**src/rtl/instr_fetch_buffer.sv**
```systemverilog
// Fetch stage: credit-based issue to a 1-cycle synchronous instruction memory,
// with returned instructions queued (tagged with their PC) in a show-ahead FIFO for decode.
module instr_fetch_buffer #(
    parameter int DEPTH  = 4,
    parameter int ADDR_W = 32,
    parameter int DATA_W = 32
) (
    input  logic                       clk,
    input  logic                       reset,
    input  logic [ADDR_W-1:0]          pc_addr,
    output logic                       pc_advance,
    output logic                       imem_req,
    output logic [ADDR_W-1:0]          imem_addr,
    input  logic [DATA_W-1:0]          imem_rdata,
    input  logic                       stall,
    input  logic                       flush,
    output logic                       inst_valid,
    input  logic                       inst_ready,
    output logic [DATA_W-1:0]          inst_data,
    output logic [ADDR_W-1:0]          inst_pc,
    output logic [$clog2(DEPTH+1)-1:0] count
);

    localparam int PTR_W = $clog2(DEPTH);
    localparam int CNT_W = $clog2(DEPTH+1);
    localparam logic [CNT_W-1:0] FULL = CNT_W'(DEPTH);

    typedef struct packed {
        logic [DATA_W-1:0] data;
        logic [ADDR_W-1:0] pc;
    } entry_t;

    entry_t             mem_q [DEPTH];
    entry_t             head_q, head_d;
    entry_t             incoming;
    logic [PTR_W-1:0]   rptr_q, rptr_d;
    logic [PTR_W-1:0]   wptr_q, wptr_d;
    logic [CNT_W-1:0]   count_q, count_d;
    logic               inflight_q, inflight_d;
    logic [ADDR_W-1:0]  req_pc_q, req_pc_d;

    logic               issue;
    logic               push;
    logic               pop;
    logic [CNT_W:0]     credit_used;

    assign inst_valid = (count_q != '0);
    assign inst_data  = head_q.data;
    assign inst_pc    = head_q.pc;
    assign count      = count_q;
    assign imem_req   = issue;
    assign pc_advance = issue;
    assign imem_addr  = pc_addr;
    assign incoming   = {imem_rdata, req_pc_q};

    // Credits count pre-pop occupancy, so a slot freed this cycle is reused next cycle.
    always_comb begin
        credit_used = {1'b0, count_q} + {{CNT_W{1'b0}}, inflight_q};
        issue       = !reset && !flush && !stall && (credit_used < {1'b0, FULL});
        push        = inflight_q && !flush;
        pop         = inst_valid && inst_ready && !flush;
    end

    // NOTE: every variable assigned in this block gets a default first, so no latch is inferred.
    always_comb begin
        rptr_d     = rptr_q;
        wptr_d     = wptr_q;
        count_d    = count_q;
        inflight_d = issue;
        req_pc_d   = issue ? pc_addr : req_pc_q;
        head_d     = head_q;

        if (push) wptr_d = wptr_q + PTR_W'(1);
        if (pop)  rptr_d = rptr_q + PTR_W'(1);

        unique case ({push, pop})
            2'b10:   count_d = count_q + CNT_W'(1);
            2'b01:   count_d = count_q - CNT_W'(1);
            default: count_d = count_q;
        endcase

        if (flush) begin
            rptr_d     = '0;
            wptr_d     = '0;
            count_d    = '0;
            inflight_d = 1'b0;
        end

        // The head register tracks the entry rptr_d will point at; bypass a write landing there.
        if (count_d != '0) begin
            head_d = (push && (wptr_q == rptr_d)) ? incoming : mem_q[rptr_d];
        end
    end

    // NOTE: the entry storage carries no reset; occupancy is governed by count_q and the pointers.
    always_ff @(posedge clk) begin
        if (!reset && push) begin
            mem_q[wptr_q] <= incoming;
        end
    end

    // NOTE: sequential state uses non-blocking assignments so all registers update together.
    always_ff @(posedge clk) begin
        if (reset) begin
            rptr_q     <= '0;
            wptr_q     <= '0;
            count_q    <= '0;
            inflight_q <= 1'b0;
            req_pc_q   <= '0;
            head_q     <= '0;
        end else begin
            rptr_q     <= rptr_d;
            wptr_q     <= wptr_d;
            count_q    <= count_d;
            inflight_q <= inflight_d;
            req_pc_q   <= req_pc_d;
            head_q     <= head_d;
        end
    end

    a_no_write_when_full: assert property (@(posedge clk) disable iff (reset)
        push |-> (count_q != FULL));

    a_credit_bound: assert property (@(posedge clk) disable iff (reset)
        credit_used <= {1'b0, FULL});

    a_no_advance_when_blocked: assert property (@(posedge clk)
        (flush || stall) |-> !pc_advance);

endmodule

```
**config.mk**
```make
export PLATFORM = sky130hd
export DESIGN_NAME = instr_fetch_buffer
export DESIGN_NICKNAME = d
export VERILOG_FILES = /design/src/rtl/instr_fetch_buffer.sv
export SDC_FILE = /design/constraint.sdc
export NUM_CORES = 1
export LEC_CHECK = 0
export ABC_CLOCK_PERIOD_IN_PS = 9100
export CAP_MARGIN = 20
export CORE_MARGIN = 1
export CORE_UTILIZATION = 55
export DETAILED_ROUTE_END_ITERATION = 8
export GPL_TIMING_DRIVEN = 0
export PLACE_DENSITY_LB_ADDON = 0.2
export RECOVER_POWER = 50
export SYNTH_ARGS = -nofsm -noshare
export SYNTH_HDL_FRONTEND = slang
export SYNTH_SLANG_ARGS = --single-unit
export TNS_END_PERCENT = 5
```
**constraint.sdc**
```tcl
create_clock -name clk -period 9.1 [get_ports clk]
set_input_delay 1.82 -clock clk [delete_from_list [all_inputs] [get_ports clk]]
set_output_delay 1.82 -clock clk [all_outputs]
set_load 0.02 [all_outputs]
```
== Word level (Yosys, flattened, before mapping) ==
Memory sizes are Yosys's and may differ from the RTL's. A register that Yosys moved wholly into a read port is not among the register bits.
Cells that the tools add are included.
Operators by class
  add/sub/neg operators: 5
  reduce and logical (&&, ||, !) cells: 13
  muxes and demuxes: 6
  $lt $le $gt $ge: 1
  eq/ne operators: 2
Operators by type and width (count)
  $logic_and A1 B1 Y1: 7
  $pmux W3 S2: 1
  $reduce_bool A3 Y1: 2
  $add A2 B1 Y2 const B: 2
  $add A3 B1 Y4: 1
  $lt A4 B3 Y1 const B: 1
  $mux W2: 2
  $add A3 B1 Y3 const B: 1
  $logic_not A1 Y1: 3
  $mux W3: 1
  $sub A3 B1 Y3 const B: 1
  $eq A2 B1 Y1 const B: 1
  $eq A2 B2 Y1 const B: 1
  $mux W1: 2
  $reduce_or A2 Y1: 1
Word-level totals
  memories: 1
  output and inout port bits: 102
  flip-flop bits (word level): 40
  RAM bits: 256
Memories
  mem_q: words 4, bits a word 64, rd ports 1, clocked after memory_dff 1, write ports 1, RTL line 33  | entry_t mem_q [DEPTH];

== Depth between registers and ports, before layout ==
Gate-level depths: netlist of run 1.
  depth after elaboration: 7
  depth in mapped cells: 14
  depth with buffers taken out: 9

== Worst setup path before layout of run 1 ==
Ideal clock, no wire load.
  path kind: input-to-output
  start: input port reset
  end: output port pc_advance
  data arrival time: 3286 ps
  path slack: 3994 ps
  stages on the path: 6
  path buffers: 3
  required time: 7280 ps
  path through: clkbuf_1 > nor2_1 > nand3_1 > inv_1 > buf_1 > buf_4
On the way
  longest elaborated chain between the ends: 4
RTL lines
  start: declaration: RTL line 9  | input logic reset,
  $logic_not A1 Y1: RTL line 59  | issue = !reset && !flush && !stall && (credit_used < {1'b0, FULL});
  $logic_and A1 B1 Y1 (3 in a row): RTL line 59
  end: declaration: RTL line 11  | output logic pc_advance,
No other way between the ends.

== Worst setup path after layout of run 1 ==
  start: input port flush
  end: register inst_data[18] (netlist name)
On the way
  longest elaborated chain between the ends: 6
  elaborated cells between the ends (all ways): 10
RTL lines
  start: declaration: RTL line 16  | input logic flush,
  $logic_not A1 Y1: RTL line 60, 61
  $logic_and A1 B1 Y1, on equally long branches: RTL line 61, 60
  $eq A2 B1 Y1 or $eq A2 B2 Y1 (tied branches): RTL line 76  | unique case ({push, pop})
  $pmux W3 S2: RTL line 76
  $mux W3: RTL line 82  | if (flush) begin
  $reduce_bool A3 Y1: RTL line 90  | if (count_d != '0) begin
Parallel ways exist; a longest one is shown, timed or not.
A chain may end at the register's enable or synchronous reset.

==> metrics.cfg, run 1 <==
[synth]
synth_top_family_by_area=compound AO/OA/AOI/OAI gates
synthXorXnorAreaFrac=0.00759
synth.area.mux_share=0.00140
ys_types=36
synthesis.nets=1179
synthSimpleGateAreaFrac=0.0491
synth_warnings=0
synthCells=1104
ys_seq_area_frac=0.682
syn-cell-area_um2=14300
ys.flop_type=edfxtp_1
ys_seq_elements=360
synth_edf_count=256
async_flop_share=0
postSynthAreaPerCell_um2=13.0
yosys.area_share.adder=0.00576
synth-compound-area-share=0.201

[placement]
pre_cts_slack_ns=2.61
dp_hpwl_um=23800
port_buffers=168
place_area_um2=16500
gp_congestion=0.801

[global_routing]
antenna_found_initial=0
grt_max_degree=46
grt_pass1_vias=10600
grt_overflow=0
grt_usage=0.287
grt_pass1_wl_um=58200

[timing]
finalSetupViolCount=0
skew_ns=0.00603
worst_slack_ns=2.51
finalSetupTns_ns=0
fmax_ghz=0.152
hold_viol=0
worst_pin_slew_ns=1.55
slew_viol_final=28
finalCritPeriodShare=0.724
slew_headroom=-0.0346
fin_crit_ns=6.59
rsz0062_at_grt=false

[routing]
drc=0
routed_wl_um=37700
detail-route-antenna-nets=0
post_drt_wl_per_cell_um=22.6
first_iter_violations=1186
via_per_inst=6.33
dr.pass1.iters=7
num_vias=10600

[power]
p_sw_frac=0.205
total_leakage_power_nw=5.54
share_clk_of_total_power=0.422
cellPowerDensity_nw_per_um2=190
seq_power_share=0.528
combPwrFrac=0.050
peakVddDrop_uv=123
p_switching_mw=0.688
intPower_mw=2.67
total_power_mw=3.36

[die]
start_util=0.564
row_count=58
die_x_um=163
dieArea_um2=26700
die_h_um=163
num_io_pins=171
core_area_um2=25400

[setup_path]
worstSetupPathDepth=13
crit_top_cell=clkbuf_1
timing.rr.end=inst_data[18]
reg2regPathDepth=11
critPathMaxFanout=10
worstPathBufferInverterCount=5
cpPeakStageDelay_ns=0.88
worstPathArrival_ns=7.03
r2r-start=count[2]
critPathLaunchType=input pin
end_kind=flop
crit_chain=clkbuf_1 -> clkbuf_1 -> clkbuf_1 -> clkbuf_1 -> nor2_1 -> ha_1 -> fa_1 -> nor3b_1 -> o2bb2ai_1 -> a221oi_4 -> clkbuf_1 -> a32oi_1 -> o21ai_1
crit_required_ns=9.54
path_delay_family=buffers and inverters
cpMaxStageDelayCell=a221oi_4
rrSetupSlack_ns=5.09
worstSetupPathType=in2reg

[hold_path]
min_from=inst_data[10]
min_path_type=reg2reg
holdPathStages=2
hold_end=inst_data[10]

[finish]
antenna_cells=0
final_nets=1389
final_cell_mix=edfxtp_1 (256), clkdlybuf4s50_1 (132), o21ai_0 (126)
drive_gt1_frac=0.110
areaGrowthSynthToFinish_pct=23.2
finish.instance_area_um2=17700
post-route-util=0.695
final_common_cell=edfxtp_1

[clock_network]
clock-sinks=360
clock_latency_ns=0.51
clockBufferDepth=3
cts_inserted_buffers=36
post_cts_buffers=0
cts-root-buf=clkbuf_16
postCtsHoldBufs=0
clkTransAtPathRegs_ns=0.06
cts_max_level=2
cts_tree=built
cts_resized=0

[run_status]
violations=capacitance limit, slew limit
outcome=finished, violations left

[run]
drv_cap=1

## worst min-delay path, delay by kind of cell (launching register included)
| family | cells | cell delay (ns) |
|---|---|---|
| flip-flops | 1 | 0.32 |
| AO/OA/AOI/OAI | 2 | 0.11 |
## cell families after synthesis
family          Yosys count
simple gates            156
xor+xnor                 10
fa+ha+maj                 6
buf+inv                 149
mux                       2
flops                   360
compound gates          421
## registers in the layout, summed over array words and instances (netlist names)
register,cells
inst_pc,32
req_pc_q,32
inflight_q,1
count,3
wptr_q,2
mem_q,256
inst_data,32
rptr_q,2
## routing by layer
metal  vias to the layer above  GRT usage  share of wire
met3                        83     0.0554          0.093
met2                       565      0.464           0.48
met4                         0      0.104          0.027
met5                         -          0              0
met1                      5186      0.386           0.40
li1                       4743          -              -
## cell type report
type | count | area [µm²]
plain buffers | 144 | 742
well taps | 330 | 413
multi-input cells | 595 | 3800
flip-flops and latches | 360 | 9770
fillers | 1822 | 7740
repair buffers | 172 | 1780
clock inverters | 7 | 53.8
inverters | 5 | 18.8
clock buffers | 57 | 1080
## synthesized netlist by cell type, types with 2 or more instances
cell        n  area, µm²
o21ai_0   126        631
dfxtp_1   104       2080
and3_1      4       25.0
or2_2       2       12.5
o21ai_1    66        330
buf_2      55        275
mux2i_1     2       20.0
buf_4      36        270
a21oi_1    32        160
nand2_1    66        248
ha_1        5       62.6
xnor2_1     5       43.8
inv_1       5       18.8
xor2_1      3       26.3
a32oi_1    64        561
nor2_1     12       45.0
nand3_1    66        330
edfxtp_1  256       7690
a32o_1     64        641
clkbuf_1   52        195
a211oi_1   64        480
## per-stage QoR
step / std cells / hold slack [ns]
final: 1670 / 0.468
after detailed placement: 1606 / 0.459
after global placement: 1602 / 0.454
after floorplan: 1104 / 0.476
after global routing: 1670 / 0.485
after CTS: 1670 / 0.475
## worst max-delay path by stage
stage | endpoint | slack, ns | start
2_1_floorplan | pc_advance | 3.99 | reset
3_3_place_gp | inst_pc[30] | 2.65 | flush
3_5_place_dp | inst_pc[31] | 2.61 | flush
4_1_cts | pc_advance | 2.93 | reset
5_1_grt | inst_pc[31] | 2.37 | flush
6_report | inst_data[18] | 2.51 | flush
## power groups by stage
stage          clock network (mW)  logic [mW]  registers, mW
5_1_grt                      1.49       0.178           1.77
2_1_floorplan                   0      0.0711           1.81
4_1_cts                      1.43       0.170           1.77
6_report                     1.42       0.167           1.77
3_3_place_gp                    0       0.166           1.81
3_5_place_dp                    0       0.169           1.81
No activity file was read; power rests on OpenSTA's default activity.
==> run 2: changes to the inputs <==
--- a/config.mk
+++ b/config.mk
@@ -5,7 +5,7 @@
 export SDC_FILE = /design/constraint.sdc
 export NUM_CORES = 1
 export LEC_CHECK = 0
-export ABC_CLOCK_PERIOD_IN_PS = 9100
+export ABC_CLOCK_PERIOD_IN_PS = 6500
 export CAP_MARGIN = 20
 export CORE_MARGIN = 1
 export CORE_UTILIZATION = 55
==> constraint.sdc (replaced) <==
create_clock -name clk -period 6.5 [get_ports clk]
set_input_delay 1.3 -clock clk [delete_from_list [all_inputs] [get_ports clk]]
set_output_delay 1.3 -clock clk [all_outputs]
set_load 0.02 [all_outputs]
==> run 2 against run 1 <==
The flow still finishes with violations (capacitance limit, slew limit). Clock power rose by 40%. Combinational power up 41%. Non-clock buffer count did not move. Register-to-register slack got worse by 2.6 ns. Routed wire length barely moved. Flip-flop and latch count unchanged. Final area hardly changed. Core utilization barely moved. Clock skew is essentially flat. Die area unchanged. Critical endpoint unchanged. Cell count unchanged.
==> metrics.cfg, run 2 (synthesis results as in run 1) <==
[clock_network]
clkTransAtPathRegs_ns=0.06  ; about the same
cts_tree=built
clock_latency_ns=0.51  ; about the same
postCtsHoldBufs=0  ; unchanged
cts_max_level=2  ; unchanged
cts_inserted_buffers=36  ; unchanged
cts-root-buf=clkbuf_16
clockBufferDepth=3  ; unchanged
post_cts_buffers=0  ; unchanged
cts_resized=0  ; unchanged
clock-sinks=360  ; unchanged

[timing]
rsz0062_at_grt=false
worst_pin_slew_ns=1.56  ; +0.0112 ns
slew_headroom=-0.0421  ; -0.00745
slew_viol_final=28  ; unchanged
hold_viol=0  ; unchanged
skew_ns=0.00555  ; -0.000485 ns
finalCritPeriodShare=0.902
finalSetupViolCount=0  ; unchanged
fin_crit_ns=5.86
finalSetupTns_ns=0  ; unchanged
hold_ws_ns=0.468  ; -0.000314 ns
fmax_ghz=0.171

[setup_path]
critPathMaxFanout=10  ; unchanged
crit_chain=clkbuf_1 -> buf_2 -> clkbuf_1 -> clkbuf_1 -> nor2_1 -> ha_1 -> fa_1 -> nor3b_1 -> o2bb2ai_1 -> a221oi_4 -> clkbuf_1 -> a32oi_1 -> o21ai_1
r2r-start=count[2]
timing.rr.end=inst_data[18]
crit_top_cell=clkbuf_1
end_kind=flop
reg2regPathDepth=11  ; unchanged
worstSetupPathType=in2reg
startpoint=flush
crit_required_ns=6.94  ; -2.60 ns
cpPeakStageDelay_ns=0.87  ; about the same
worstPathArrival_ns=6.30  ; -0.73 ns
cpMaxStageDelayCell=a221oi_4
rrSetupSlack_ns=2.50  ; -2.59 ns
critPathLaunchType=input pin
cp-endpoint=inst_data[18]

[routing]
detail-route-antenna-nets=0  ; unchanged
first_iter_violations=1186  ; unchanged
routed_wl_um=37700  ; about the same
num_vias=10600  ; -0.26%
post_drt_wl_per_cell_um=22.6  ; about the same
drc=0  ; unchanged
via_per_inst=6.32  ; -0.26%
dr.pass1.iters=5  ; -2

[finish]
post-route-util=0.695  ; about the same
top_register=mem_q
largest_reg_flops=256  ; unchanged
antenna_cells=0  ; unchanged
instances_no_fill=1670  ; unchanged
final_common_cell=edfxtp_1
drive_gt1_frac=0.110  ; +0.000746
final_nets=1389  ; unchanged
areaGrowthSynthToFinish_pct=23.2  ; about the same
final_cell_mix=edfxtp_1 (256), clkdlybuf4s50_1 (132), o21ai_0 (126)
nFillCells=1821  ; -0.055%

[die]
start_util=0.564  ; unchanged
dieArea_um2=26700  ; unchanged
core_area_um2=25400  ; unchanged
die_h_um=163  ; unchanged
row_count=58  ; unchanged
num_io_pins=171  ; unchanged
die_x_um=163  ; unchanged

[run_status]
violations=capacitance limit, slew limit
outcome=finished, violations left

[placement]
port_buffers=168  ; unchanged
gp_congestion=0.801  ; unchanged
placedCellCount=1606  ; unchanged
dp_hpwl_um=23800  ; unchanged

[run]
drv_cap=1  ; unchanged

[global_routing]
grt_pass1_wl_um=58200  ; unchanged
grt_usage=0.287  ; unchanged
grt_max_degree=46  ; unchanged
grt_pass1_vias=10600  ; unchanged
grt_overflow=0  ; unchanged
antenna_found_initial=0  ; unchanged

[power]
total_leakage_power_nw=5.54  ; about the same
cellPowerDensity_nw_per_um2=266  ; +40%
peakVddDrop_uv=173  ; +40%
total_power_mw=4.70  ; +40%

[hold_path]
min_path_type=reg2reg

==> run 2: changes by cell type in the layout (fill, tap and decap cells not counted), sizes merged <==
cell	change
buf	+1
clkbuf	-1
==> run 2: stage by stage <==
step                      setup WS [ns]  instance area, µm²
after floorplan                    2.32               14300
after global placement            0.572               16400
after detailed placement          0.532               16500
after CTS                          1.03               17700
after global routing              0.484               17700
final                             0.639               17700
==> run 2: cell type report <==
class                   instances  area, µm²  area share
clock buffers                  57       1080      0.0612
inverters                       5       18.8     0.00106
multi-input cells             595       3800       0.215
clock inverters                 7       53.8     0.00305
well taps                     330        413      0.0234
repair buffers                172       1780       0.101
flip-flops and latches        360       9770       0.553
plain buffers                 144        743      0.0421
==> run 2: routing by layer <==
metal | vias up | GRT usage | wire, µm
li1 | 4751 | - | -
met1 | 5168 | 0.386 | 15300
met2 | 554 | 0.464 | 18000
met3 | 77 | 0.0554 | 3430
met4 | 0 | 0.104 | 1000
met5 | - | 0 | 0
==> run 2: how the worst min path moves through the flow <==
stage | start | slack (ns) | cells after the start | endpoint
after floorplan | req_pc_q[0] | 0.48 | 2 | req_pc_q[0]
after global placement | inst_data[8] | 0.45 | 2 | inst_data[8]
after detailed placement | inst_data[31] | 0.46 | 2 | inst_data[31]
after CTS | inst_data[31] | 0.48 | 2 | inst_data[31]
after global routing | inst_data[12] | 0.48 | 2 | inst_data[12]
final | inst_data[10] | 0.47 | 2 | inst_data[10]
==> run 2: power breakdown <==
part           internal (mW)  total, mW  switching (mW)
Sequential              2.47       2.48          0.0158
Combinational         0.0970      0.235           0.138
Clock                   1.18       1.99           0.810
Total                   3.74       4.70           0.963
==> run 2: critical path, delay by kind of cell <==
kind | cells | cell delay (ns)
fa+ha+maj | 2 | 0.73
simple gates | 2 | 0.33
buf+inv | 5 | 2.63
compound gates | 4 | 1.27
==> run 3: changes to the inputs <==
--- a/config.mk
+++ b/config.mk
@@ -9,7 +9,9 @@
 export CAP_MARGIN = 20
 export CORE_MARGIN = 1
 export CORE_UTILIZATION = 55
+export CTS_CLUSTER_SIZE = 16
 export DETAILED_ROUTE_END_ITERATION = 8
+export GPL_ROUTABILITY_DRIVEN = 1
 export GPL_TIMING_DRIVEN = 0
 export PLACE_DENSITY_LB_ADDON = 0.2
 export RECOVER_POWER = 50
==> results of run 3 <==
Same layout as run 2: the final DEF is identical, and so are final timing and power.
